### config.mk
export PLATFORM = sky130hd
export DESIGN_NAME = store_trace_fifo
export DESIGN_NICKNAME = d
export VERILOG_FILES = /design/src/rtl/store_trace_fifo.sv
export SDC_FILE = /design/constraint.sdc
export NUM_CORES = 1
export LEC_CHECK = 0
export ABC_AREA = 1
export CAP_MARGIN = 10
export CORE_MARGIN = 2
export CORE_UTILIZATION = 47
export CTS_CLUSTER_SIZE = 14
export DETAILED_ROUTE_END_ITERATION = 16
export HOLD_SLACK_MARGIN = 0.12
export PLACE_DENSITY = 0.66
export SETUP_SLACK_MARGIN = 0.05
export SLEW_MARGIN = 20
export SYNTH_ARGS = -nofsm -noshare
export SYNTH_HDL_FRONTEND = slang
export SYNTH_SLANG_ARGS = --single-unit
### constraint.sdc
create_clock -name clk -period 5 [get_ports clk]
set_clock_uncertainty 0.05 [all_clocks]
set_input_delay 0.5 -clock clk [delete_from_list [all_inputs] [get_ports clk]]
set_output_delay 0.5 -clock clk [all_outputs]
set_load 0.01 [all_outputs]
### src/rtl/store_trace_fifo.sv
// Store trace FIFO: captures CPU stores {DataAdr, WriteData} in a first-word-fall-through queue.
// Optional pass/fail/timeout checker FSM is built only when STORE_TRACE_CHECK_EN is defined.
module store_trace_fifo #(
    parameter int          DEPTH        = 8,
    parameter logic [31:0] DONE_ADDR    = 32'd100,
    parameter logic [31:0] DONE_DATA    = 32'd7,
    parameter logic [31:0] SCRATCH_ADDR = 32'd96,
    parameter logic [15:0] TIMEOUT      = 16'd1000
) (
    input  logic                     clk,
    input  logic                     reset,
    input  logic                     MemWrite,
    input  logic [31:0]              DataAdr,
    input  logic [31:0]              WriteData,
    input  logic                     rd_en,
    output logic                     rd_valid,
    output logic [31:0]              rd_addr,
    output logic [31:0]              rd_data,
    output logic [$clog2(DEPTH):0]   count,
    output logic                     overflow,
    output logic [1:0]               status,
    output logic                     done
);

    localparam int AW = $clog2(DEPTH);
    localparam logic [AW:0] FULL_COUNT = DEPTH[AW:0];

    logic [31:0]   addr_mem [DEPTH];
    logic [31:0]   data_mem [DEPTH];
    logic [AW-1:0] wr_ptr;
    logic [AW-1:0] rd_ptr;
    logic          full;
    logic          push;
    logic          pop;

    assign full     = (count == FULL_COUNT);
    assign rd_valid = (count != '0);
    assign pop      = rd_en && rd_valid;
    // A pop in the same cycle frees the slot, so a full FIFO still accepts the store.
    assign push     = MemWrite && (!full || pop);
    assign rd_addr  = addr_mem[rd_ptr];
    assign rd_data  = data_mem[rd_ptr];

    always_ff @(posedge clk) begin
        if (push && !reset) begin
            addr_mem[wr_ptr] <= DataAdr;
            data_mem[wr_ptr] <= WriteData;
        end
    end

    always_ff @(posedge clk or posedge reset) begin
        if (reset) begin
            wr_ptr   <= '0;
            rd_ptr   <= '0;
            count    <= '0;
            overflow <= 1'b0;
        end else begin
            if (push)
                wr_ptr <= wr_ptr + 1'b1;
            if (pop)
                rd_ptr <= rd_ptr + 1'b1;
            if (push && !pop)
                count <= count + 1'b1;
            else if (pop && !push)
                count <= count - 1'b1;
            if (MemWrite && !push)
                overflow <= 1'b1;
        end
    end

`ifdef STORE_TRACE_CHECK_EN
    typedef enum logic [1:0] {
        ST_RUN     = 2'b00,
        ST_PASS    = 2'b01,
        ST_FAIL    = 2'b10,
        ST_TIMEOUT = 2'b11
    } state_t;

    localparam logic [15:0] TIMEOUT_LAST = TIMEOUT - 16'd1;

    state_t      state;
    state_t      next_state;
    logic [15:0] cycles;

    always_ff @(posedge clk or posedge reset) begin
        if (reset) begin
            state  <= ST_RUN;
            cycles <= '0;
        end else begin
            state <= next_state;
            if (state == ST_RUN)
                cycles <= cycles + 16'd1;
        end
    end

    // Decisions look at the raw store strobe, so dropped stores are still judged.
    always_comb begin
        next_state = state;
        if (state == ST_RUN) begin
            if (MemWrite && DataAdr == DONE_ADDR)
                next_state = (WriteData == DONE_DATA) ? ST_PASS : ST_FAIL;
            else if (MemWrite && DataAdr != SCRATCH_ADDR)
                next_state = ST_FAIL;
            else if (cycles == TIMEOUT_LAST)
                next_state = ST_TIMEOUT;
        end
    end

    assign status = state;
    assign done   = (state != ST_RUN);
`else
    logic unused_checker_cfg;

    assign unused_checker_cfg = ^{DONE_ADDR, DONE_DATA, SCRATCH_ADDR, TIMEOUT};
    assign status = 2'b00;
    assign done   = 1'b0;
`endif

endmodule

==> metrics.sh, run 1 <==
STATUS='finished, final reports clean'
SETUP_TNS_NS=0
CRIT_FANOUT=56
CLOCK_SINK_COUNT=523
POWER.SWITCHING_FRACTION_PCT=34.8
DRIVE_GT1_SHARE_PCT=4.81
CP_SLOWEST_STAGE_DELAY_NS=0.99
STDCELL_COUNT=3093
SHARE_CLK_OF_TOTAL_POWER_PCT=27.3
COUNT_OF_ENDPOINTS_FAILING_SETUP_IN_THE_FINAL_REPORT=0
INSERTION_DELAY_NS=0.58
DR.PASS1.ITERS=5
POSTPLACECELLAREA_UM2=24600
RELATIVE_CONTRIBUTION_OF_COMBINATIONAL_CELLS_TO_TOTAL_POWER_PCT=36.0
DESIGN_AREA_UM2=26500
DETAIL_ROUTE.WL_PER_CELL_UM=15.6
WORST_SLEW_PIN_SLEW_NS=1.03
CTS_BUFFERS=53
DIE_W_UM=224
HP-CLASS='primary input to asynchronous set/reset pin'
FLOORPLAN.DIE_AREA_UM2=50100
UTIL_AFTER_LAYOUT_PCT=55.4
POSTROUTEANTENNANETS=0
SYNTH_SEQUENTIAL_AREA_RATIO_PCT=68.9
PERIOD_MINUS_SLACK_NS=4.01
CRIT_PATH_START_KIND='register'
TIMING_HOLD_VIOLATIONS_FINAL=0
TIMING.CRITICAL_PATH.MODE_CELL='nand2_1'
POST_SYNTH_INSTANCE_AREA_UM2=22700
HOLDBUFCOUNTCTS=0
PLACED_CELLS=2988
MAX_CAP_VIOLS=0
PIN_COUNT_OF_THE_BIGGEST_NET_ENTERING_GLOBAL_ROUTING=90
GR-TOTAL-OVERFLOW=0
CRIT_PATH_CELL_TRACE='inv_4 -> buf_4 -> nor2_1 -> nand2_1 -> nand2_1 -> nand2_1 -> nand2_1 -> clkdlybuf4s50_1'
WL_UM=48200
CTS_TREE='yes'
CTS-ROOT-TO-SINK-BUFFERS=3
CTS_SETUP_BUFFERS=0
CTS.HTREE.LEVELS=2
DRT_FIRST_ITER_VIOLATIONS=967
CORE_AREA_UM2=47700
SYNTH-SEQ-CELLS=523
WORST_SETUP_HOLD_PATH_CLK_SLEW_NS=0.06
FINAL.SETUP.WORST_SLACK_NS=0.987
POWER.SEQUENTIAL.FRACTION_PCT=36.7
VIAS=14700
AREAGROWTHSYNTHTOFINISH_PCT=16.4
CTS_ROOT_BUFFER='clkbuf_16'
FINALNETCOUNT=2502
END_KIND='output port'
NETLIST_INSTANCES=2306
SYNTH_WARNINGS=0
CP_DATA_REQUIRED_TIME_NS=4.45
DIE_H_UM=224
WORSTSETUPPATHTYPE='register to output port'
TIMING.FINAL.MAX_SLEW_VIOLATIONS=0
DRCVIOLATIONCOUNT=0
PORT_BUFFERS=137
FIRST_GLOBAL_VIAS=14200
POWER.SWITCHING_W=0.00514
VIASPERCELL=4.77
PLACE_HPWL_UM=26200
PLACEMENT.SETUP.WORST_SLACK_NS=1.60
IOPINCOUNT=141
SYNTH.LIB_CELLS_USED.DISTINCT=20
POWER.LEAKAGE_nW=11.2
GRT_UTIL_ALL_LAYERS_PCT=19.6
CRIT_PATH_TOP_DELAY_CELL='dfrtp_4'
POST_SYNTH.CELL_AREA_AVG_UM2=9.86
CTS_RESIZED=0
P_INT_W=0.00964
CP.ARRIVAL_NS=3.46
FLOORPLAN.ROWS=80
GRT_PASS1_WL_UM=76100
RELSLEWSLACK_PCT=31.0
FIN_CRIT_SH_PCT=80.3
FMAXACHIEVABLE_GHz=0.249
INITIAL_CORE_UTIL_PCT=47.6
GLOBALPLACE.CONGESTION=0.775
GRT_ANTENNA_BEFORE_REPAIR=7
VDD.IR_DROP.WORST_mV=0.323
GRT_SETUP_UNREPAIRED='no'
P_PER_AREA_nW_PER_UM2=559
[cells in the mapped netlist]
master	number	area, µm²
o21ai_0	3	15.0
inv_2	2	7.51
inv_1	268	1010
or2_2	1	6.26
buf_6	24	270
clkbuf_1	4	15.0
fa_1	1	20.0
nand2_1	862	3240
buf_1	5	18.8
nand4_1	1	6.26
buf_4	6	45.0
ha_1	5	62.6
xnor2_1	5	43.8
buf_2	62	310
dfrtp_1	11	275
nor2_1	525	1970
o21bai_1	1	7.51
edfxtp_1	512	15400
nand3_1	7	35.0
conb_1	1	3.75
[critical path, delay by kind of cell, from the launching register on]
kind | cells | cell delay [ns]
buf+inv | 3 | 1.36
flops | 1 | 0.99
simple gates | 5 | 0.48
[power by group through the flow]
stage	clock network (W)	logic (W)	registers (W)
2_1_floorplan	0	0.00365	0.00535
3_3_place_gp	0	0.00527	0.00551
3_5_place_dp	0	0.00536	0.00552
4_1_cts	0.00412	0.00539	0.00543
5_1_grt	0.00429	0.00599	0.00547
6_report	0.00404	0.00532	0.00543
[state kept, by name (all words and copies together), names as in the netlist]
register,count
addr_mem,256
count,4
data_mem,256
overflow,1
rd_ptr,3
wr_ptr,3
[final timing paths]
check                           startpoint               to  slack, ns  cells past startpoint
worst max register to register    count[0]  data_mem[2][28]       2.40                      7
worst min register to register    overflow         overflow       0.44                      1
worst max-delay path             rd_ptr[1]      rd_data[13]       0.99                      8
max in group asynchronous            reset        rd_ptr[0]       4.34                      2
worst min-delay path                 reset        wr_ptr[2]       0.19                      2
min in group clk                  overflow         overflow       0.44                      1
[cell type report]
| class | count | area (µm²) |
|---|---|---|
| Timing Repair Buffer | 166 | 1730 |
| Clock inverter | 27 | 312 |
| Sequential cell | 523 | 15700 |
| Inverter | 270 | 1020 |
| Antenna cell | 6 | 15.0 |
| Fill cell | 3991 | 21300 |
| Clock buffer | 72 | 1480 |
| Tap cell | 615 | 769 |
| Multi-Input combinational cell | 1414 | 5470 |
[kinds of logic (layout without fill, tap and decap cells)]
kind of cell / count (synthesis) / after routing / synth area share (%)
AO/OA/AOI/OAI: 4 / 4 / 0.0991
XOR/XNOR: 5 / 5 / 0.193
adder cells (fa/ha/maj): 6 / 6 / 0.363
buffers and inverters: 371 / 535 / 7.36
flip-flops: 523 / 523 / 68.9
other: 1 / 9 / 0.0165
AND/OR/NAND/NOR: 1396 / 1396 / 23.1
[per-stage QoR]
step	hold slack [ns]	total power [W]
after floorplan	0.319	0.00900
after CTS	0.168	0.0149
after detailed placement	0.417	0.0109
after global placement	0.433	0.0108
final	0.188	0.0148
after global routing	0.212	0.0157
[placed cells by master, fill, tap and decap left out, types with 8 or more instances in the layout]
master	Yosys	routed
clkbuf_16	0	55
buf_4	6	18
inv_1	268	268
dfrtp_1	11	8
clkinv_1	0	10
nor2_4	0	8
nand2_1	862	862
nor2_1	525	517
edfxtp_1	512	512
clkbuf_1	4	13
buf_12	0	11
clkdlybuf4s50_1	0	137
[metal layers]
layer,global-route usage (%),vias to the layer above,part of all wire [%]
met5,0,-,0.068
met3,3.83,92,4.6
met4,6.00,4,2.4
met1,26.2,6963,45
met2,32.6,283,48
li1,-,7407,-
Power figures use the tool's default switching activity.
==> run 2, diff against run 1 <==
==> constraint.sdc (replaced) <==
create_clock -name clk -period 4.14 [get_ports clk]
set_clock_uncertainty 0.05 [all_clocks]
set_input_delay 0.414 -clock clk [delete_from_list [all_inputs] [get_ports clk]]
set_output_delay 0.414 -clock clk [all_outputs]
set_load 0.01 [all_outputs]
==> run 2 against run 1 <==
Compared with the run above: worst setup slack got worse by 0.27 ns; final cell count down 0.26%; clock power increased by 9.2%; sequential power grew 20%; largest power group is now combinational logic; global-route usage about the same.
==> metrics.sh, run 2 (synthesis gave the netlist of run 1 again) <==
CRIT_PATH_TOP_DELAY_CELL='dfrtp_4'
VIASPERCELL=4.75  # -0.33%
POWER.LEAKAGE_nW=11.1  # -0.83%
CRIT_PATH_CELL_TRACE='buf_12 -> nor2_1 -> nor2_1 -> nand2_1 -> nand2_1 -> nand2_1 -> nand2_1 -> clkdlybuf4s50_1'
CTS-ROOT-TO-SINK-BUFFERS=3  # unchanged
PORT_BUFFERS=137  # unchanged
MAX_CAP_VIOLS=0  # unchanged
AREAGROWTHSYNTHTOFINISH_PCT=15.6
IOPINCOUNT=141  # unchanged
FILL_CELLS=4005  # +0.35%
LAYOUT_COMMONEST_CELL='nand2_1'
WORST_SLEW_PIN_SLEW_NS=0.808  # -0.227 ns
COUNT_OF_ENDPOINTS_FAILING_SETUP_IN_THE_FINAL_REPORT=0  # unchanged
GRT_UTIL_ALL_LAYERS_PCT=19.6  # -0.020 points
HP-CLASS='primary input to register'
PLACED_CELLS=2988  # unchanged
FIN_CRIT_SH_PCT=82.7
STDCELL_COUNT=3085  # -0.26%
CP_DATA_REQUIRED_TIME_NS=3.68  # -0.77 ns
FLOORPLAN.DIE_AREA_UM2=50100  # unchanged
CRIT_FANOUT=103  # +84%
FINALNETCOUNT=2502  # unchanged
FINAL.SETUP.WORST_SLACK_NS=0.717  # -0.269 ns
FMAXACHIEVABLE_GHz=0.292
INSERTION_DELAY_NS=0.58  # about the same
REG_TOP3='addr_mem (256), data_mem (256), count (4)'
DIE_H_UM=224  # unchanged
DR.PASS1.ITERS=7  # +2
VIAS=14700  # -0.58%
GRT_PASS1_WL_UM=76600  # +0.72%
DRT_FIRST_ITER_VIOLATIONS=1143  # +18%
CORE_AREA_UM2=47700  # unchanged
GLOBALPLACE.CONGESTION=0.767  # -0.99%
POSTPLACECELLAREA_UM2=24700  # +0.20%
MOST_USED_CELLS_IN_THE_LAYOUT_EXCLUDING_FILL_AND_TAP_CELLS='nand2_1 (862), nor2_1 (517), edfxtp_1 (512), inv_1 (268), clkdlybuf4s50_1 (137)'
CTS_TREE='yes'
DETAIL_ROUTE.WL_PER_CELL_UM=15.7  # +0.98%
CTS.HTREE.LEVELS=2  # unchanged
TIMING.CRITICAL_PATH.MODE_CELL='nand2_1'
TIMING.FINAL.MAX_SLEW_VIOLATIONS=0  # unchanged
CP_SLOWEST_STAGE_DELAY_NS=0.81  # -0.18 ns
CTS_BUFFERS=52  # -1.9%
FLOORPLAN.ROWS=80  # unchanged
POSTROUTEANTENNANETS=0  # unchanged
END_KIND='output port'
CP.ARRIVAL_NS=2.96  # -0.50 ns
PLACEMENT.SETUP.WORST_SLACK_NS=1.04  # -0.555 ns
TIMING_HOLD_VIOLATIONS_FINAL=0  # unchanged
GR-TOTAL-OVERFLOW=0  # unchanged
CTS_RESIZED=0  # unchanged
CTS_ROOT_BUFFER='clkbuf_16'
DESIGN_AREA_UM2=26300  # -0.66%
WL_UM=48600  # +0.72%
DRIVE_GT1_SHARE_PCT=4.25  # -0.56 points
CLOCK_SINK_COUNT=523  # unchanged
VDD.IR_DROP.WORST_mV=0.458  # +42%
DIE_W_UM=224  # unchanged
CRIT_PATH_START_KIND='register'
GRT_ANTENNA_BEFORE_REPAIR=3  # -4
PIN_COUNT_OF_THE_BIGGEST_NET_ENTERING_GLOBAL_ROUTING=131  # +46%
INITIAL_CORE_UTIL_PCT=47.6  # unchanged
PLACE_HPWL_UM=26500  # +1.0%
WORST_SETUP_HOLD_PATH_CLK_SLEW_NS=0.06  # about the same
FIRST_GLOBAL_VIAS=14200  # -0.53%
SETUP_TNS_NS=0  # unchanged
PERIOD_MINUS_SLACK_NS=3.42
RELSLEWSLACK_PCT=46.1  # +15 points
STATUS='finished, final reports clean'
GRT_SETUP_UNREPAIRED='no'
P_PER_AREA_nW_PER_UM2=664  # +19%
DRCVIOLATIONCOUNT=0  # unchanged
WORSTSETUPPATHTYPE='register to output port'
## run 2: layout make-up
type	instances	area, µm²	share of cell area, %
flip-flops and latches	523	15700	59.6
multi-input cells	1414	5470	20.8
repair buffers	167	1790	6.80
clock buffers	73	1400	5.33
inverters	270	1020	3.87
well taps	615	769	2.93
clock inverters	22	169	0.643
diodes	1	2.50	0.00952
## run 2: critical path: cells and delay by family, from the launching register on
family,cells,cell delay [ns]
DFF,1,0.81
and+or+nand+nor,6,0.52
buffers and inverters,2,0.95
## run 2: where the power goes
group	switching [W]	leakage, nW	internal (W)	total, W
clock network	0.00188	0.763	0.00253	0.00441
registers	0.000272	4.75	0.00621	0.00649
logic	0.00402	5.56	0.00254	0.00656
total	0.00618	11.1	0.0113	0.0175
## run 2: worst paths after layout
kind | start | endpoint | slack (ns) | depth (start not counted)
setup reg to reg | count[0] | addr_mem[1][21] | 1.66 | 5
min in group asynchronous | reset | count[3] | 0.66 | 3
setup / recovery | rd_ptr[0] | rd_addr[19] | 0.72 | 8
hold reg to reg | overflow | overflow | 0.46 | 1
max in group asynchronous | reset | rd_ptr[0] | 3.01 | 3
hold / removal | rd_en | rd_ptr[1] | 0.42 | 3
## run 2: stage by stage
stage | total power [W] | hold slack (ns) | util (%)
final | 0.0175 | 0.416 | 55.0
after global routing | 0.0186 | 0.419 | 55.0
after CTS | 0.0177 | 0.381 | 55.0
after detailed placement | 0.0132 | 0.438 | 51.7
after global placement | 0.0131 | 0.458 | 51.7
after floorplan | 0.0109 | 0.233 | -
## run 2: timing repair
action | in CTS | in global routing
hold buffers | 1 | 0
buffers inserted | 0 | 0
hold endpoints to repair | 11 | 0
## run 2: routing by layer
metal / part of all wire (%) / wire (µm) / global-route usage [%] / vias up
li1: - / - / - / 7390
met5: 0.043 / 21 / 0 / -
met1: 45 / 21900 / 26.6 / 6931
met3: 4.6 / 2230 / 2.98 / 64
met4: 1.8 / 888 / 5.48 / 4
met2: 48 / 23500 / 32.9 / 274
==> run 3, diff against run 2 <==
==> constraint.sdc (replaced) <==
create_clock -name clk -period 3.25 [get_ports clk]
set_clock_uncertainty 0.05 [all_clocks]
set_input_delay 0.325 -clock clk [delete_from_list [all_inputs] [get_ports clk]]
set_output_delay 0.325 -clock clk [all_outputs]
set_load 0.01 [all_outputs]
==> run 3 against run 2 <==
Compared with the run above: core utilization is 0.40 points higher; combinational power rose by 34%; worst setup slack lost 0.52 ns; clock power grew 23%; critical path type unchanged.
==> metrics.sh, run 3 (synthesis gave the netlist of run 1 again) <==
FLOORPLAN.ROWS=80  # unchanged
CRIT_PATH_TOP_DELAY_CELL='clkdlybuf4s50_1'
CP.ARRIVAL_NS=2.68  # -0.28 ns
DR.PASS1.ITERS=5  # -2
END_KIND='output port'
PERIOD_MINUS_SLACK_NS=3.06
TIMING_HOLD_VIOLATIONS_FINAL=0  # unchanged
HP-CLASS='primary input to register'
POST-LAYOUT-TOTAL-POWER_W=0.0223  # +28%
UTIL_AFTER_LAYOUT_PCT=55.4  # +0.40 points
GRT_UTIL_ALL_LAYERS_PCT=19.6  # +0.025 points
STATUS='finished, final reports clean'
WORST-R2R-SETUP-SLACK_NS=0.91  # -0.75 ns
VIAS=14800  # +1.2%
WORSTSETUPPATHTYPE='register to output port'
MAX_CAP_VIOLS=0  # unchanged
PORT_BUFFERS=137  # unchanged
GR-TOTAL-OVERFLOW=0  # unchanged
CTS_TREE='yes'
CTS-ROOT-TO-SINK-BUFFERS=3  # unchanged
CRIT_BUF_INV=2  # unchanged
CP_SLOWEST_STAGE_DELAY_NS=0.56  # -0.25 ns
MULTIINPUTGATEAREA_UM2=5470  # unchanged
FINALNETCOUNT=2516  # +0.56%
FLOORPLAN.DIE_AREA_UM2=50100  # unchanged
CLOCK_SINK_COUNT=523  # unchanged
TIMING.CRITICAL_PATH.MODE_CELL='nand2_1'
DRCVIOLATIONCOUNT=0  # unchanged
VIASPERCELL=4.78  # +0.64%
POSTROUTEANTENNANETS=0  # unchanged
REG_TOP3='addr_mem (256), data_mem (256), count (4)'
FINAL.SETUP.WORST_SLACK_NS=0.195  # -0.523 ns
GRT_SETUP_UNREPAIRED='yes'
PLACE_HPWL_UM=25700  # -2.7%
GRT_ANTENNA_BEFORE_REPAIR=6  # +3
IOPINCOUNT=141  # unchanged
CP_DATA_REQUIRED_TIME_NS=2.87  # -0.81 ns
DETAIL_ROUTE.WL_PER_CELL_UM=15.7  # -0.44%
CTS_BUFFERS=52  # unchanged
VDD.IR_DROP.WORST_mV=0.522  # +14%
SETUP_TNS_NS=0  # unchanged
WORST_R2R_STARTPOINT='count[0]'
FILL_CELLS=3977  # -0.70%
AREAGROWTHSYNTHTOFINISH_PCT=16.4
INITIAL_CORE_UTIL_PCT=47.6  # unchanged
DIE_W_UM=224  # unchanged
CRITICAL_PATH.REG2REG.ENDPOINT='count[3]'
CRIT_PATH_CELL_TRACE='buf_16 -> nor2_1 -> nor2_1 -> nand2_1 -> nand2_1 -> nand2_1 -> nand2_1 -> clkdlybuf4s50_1'
FIRST_GLOBAL_VIAS=14400  # +1.3%
SETUP.WORST_PATH.START='rd_ptr[0]'
FINAL-SEQ-AREA_UM2=15700  # unchanged
LAYOUT_COMMONEST_CELL='nand2_1'
WL_UM=48600  # about the same
DRT_FIRST_ITER_VIOLATIONS=966  # -15%
DIE_H_UM=224  # unchanged
R2R.WORST_PATH.CELLS=12  # +7
CORE_AREA_UM2=47700  # unchanged
CTS.HTREE.LEVELS=2  # unchanged
GRT_PASS1_WL_UM=75700  # -1.2%
TIMING.FINAL.MAX_SLEW_VIOLATIONS=0  # unchanged
DRIVE_GT1_SHARE_PCT=4.95  # +0.70 points
RELSLEWSLACK_PCT=50.6  # +4.5 points
FMAXACHIEVABLE_GHz=0.327
MOST_USED_CELLS_IN_THE_LAYOUT_EXCLUDING_FILL_AND_TAP_CELLS='nand2_1 (862), nor2_1 (517), edfxtp_1 (512), inv_1 (268), clkdlybuf4s50_1 (137)'
GLOBALPLACE.CONGESTION=0.797  # +3.9%
POWER.LEAKAGE_nW=11.2  # +0.91%
CRIT_PATH_START_KIND='register'
CTS_ROOT_BUFFER='clkbuf_16'
WORST_SETUP_PATH_ENDPOINT='rd_addr[21]'
COUNT_OF_ENDPOINTS_FAILING_SETUP_IN_THE_FINAL_REPORT=0  # unchanged
CRIT_FANOUT=136  # +32%
CP_NUM_CELLS=8  # unchanged
WORST_SETUP_HOLD_PATH_CLK_SLEW_NS=0.06  # about the same
CRITICAL_PATH_S_TOP_DELAY_FAMILY='buffers and inverters'
P_PER_AREA_nW_PER_UM2=842  # +27%
WORST_SLEW_PIN_SLEW_NS=0.741  # -0.0672 ns
FIN_CRIT_SH_PCT=94.0
PIN_COUNT_OF_THE_BIGGEST_NET_ENTERING_GLOBAL_ROUTING=137  # +4.6%
PLACEMENT.SETUP.WORST_SLACK_NS=0.584  # -0.459 ns
HOLD-WORST-SLACK_NS=0.329  # -0.0876 ns
INSERTION_DELAY_NS=0.58  # about the same
==> run 3: cell types whose count changed in the layout (fill, tap and decap cells not counted), sizes merged <==
cell,before,now
buf,29,41
clkbuf,73,66
clkinv,19,29
bufbuf,0,1
bufinv,3,0
clkinvlp,0,1
diode,1,3
==> run 3: metal layers <==
| layer | global-route usage, % | part of all wire [%] | vias up |
|---|---|---|---|
| li1 | - | - | 7423 |
| met1 | 25.2 | 44 | 6960 |
| met2 | 32.9 | 48 | 339 |
| met3 | 3.97 | 5.3 | 105 |
| met4 | 7.40 | 3.1 | 6 |
| met5 | 0 | 0.082 | - |
==> run 3: worst min-delay path: stages <==
cell and delay [ns]:
clkdlybuf4s50_1 0.45, inv_1 0.07, o21bai_1 0.07
==> run 3: how the worst min path moves through the flow <==
stage	startpoint	end	slack, ns	depth (start not counted)
floorplan	reset	count[0]	0.14	1
global placement	overflow	overflow	0.42	1
detailed placement	overflow	overflow	0.42	1
CTS	MemWrite	overflow	0.29	3
global route	MemWrite	overflow	0.33	3
finish	MemWrite	overflow	0.33	3
==> run 3: layout make-up <==
type,count,share of cell area [%]
diodes,3,0.0284
multi-input cells,1414,20.7
inverters,270,3.84
well taps,615,2.91
clock inverters,30,0.501
repair buffers,181,7.63
clock buffers,65,5.26
flip-flops and latches,523,59.2
==> run 3: report_power, final <==
| group | internal [W] | total [W] | switching [W] |
|---|---|---|---|
| sequential | 0.00792 | 0.00811 | 0.000191 |
| clock | 0.00301 | 0.00542 | 0.00241 |
| combinational | 0.00344 | 0.00876 | 0.00531 |
| total | 0.0144 | 0.0223 | 0.00792 |
==> run 3: what timing repair did <==
item	in CTS	in global routing
buffers inserted	0	5
hold buffers	1	0
resized for setup	2	3
hold endpoints to repair	11	0
cloned	1	0
endpoints found under the setup margin	3	28
pin swaps	0	0
==> run 3: metrics by stage <==
step,std cells,area [µm²]
floorplan,2308,22700
global placement,2996,24800
detailed placement,2996,24800
CTS,3093,26400
global route,3101,26500
finish,3101,26500
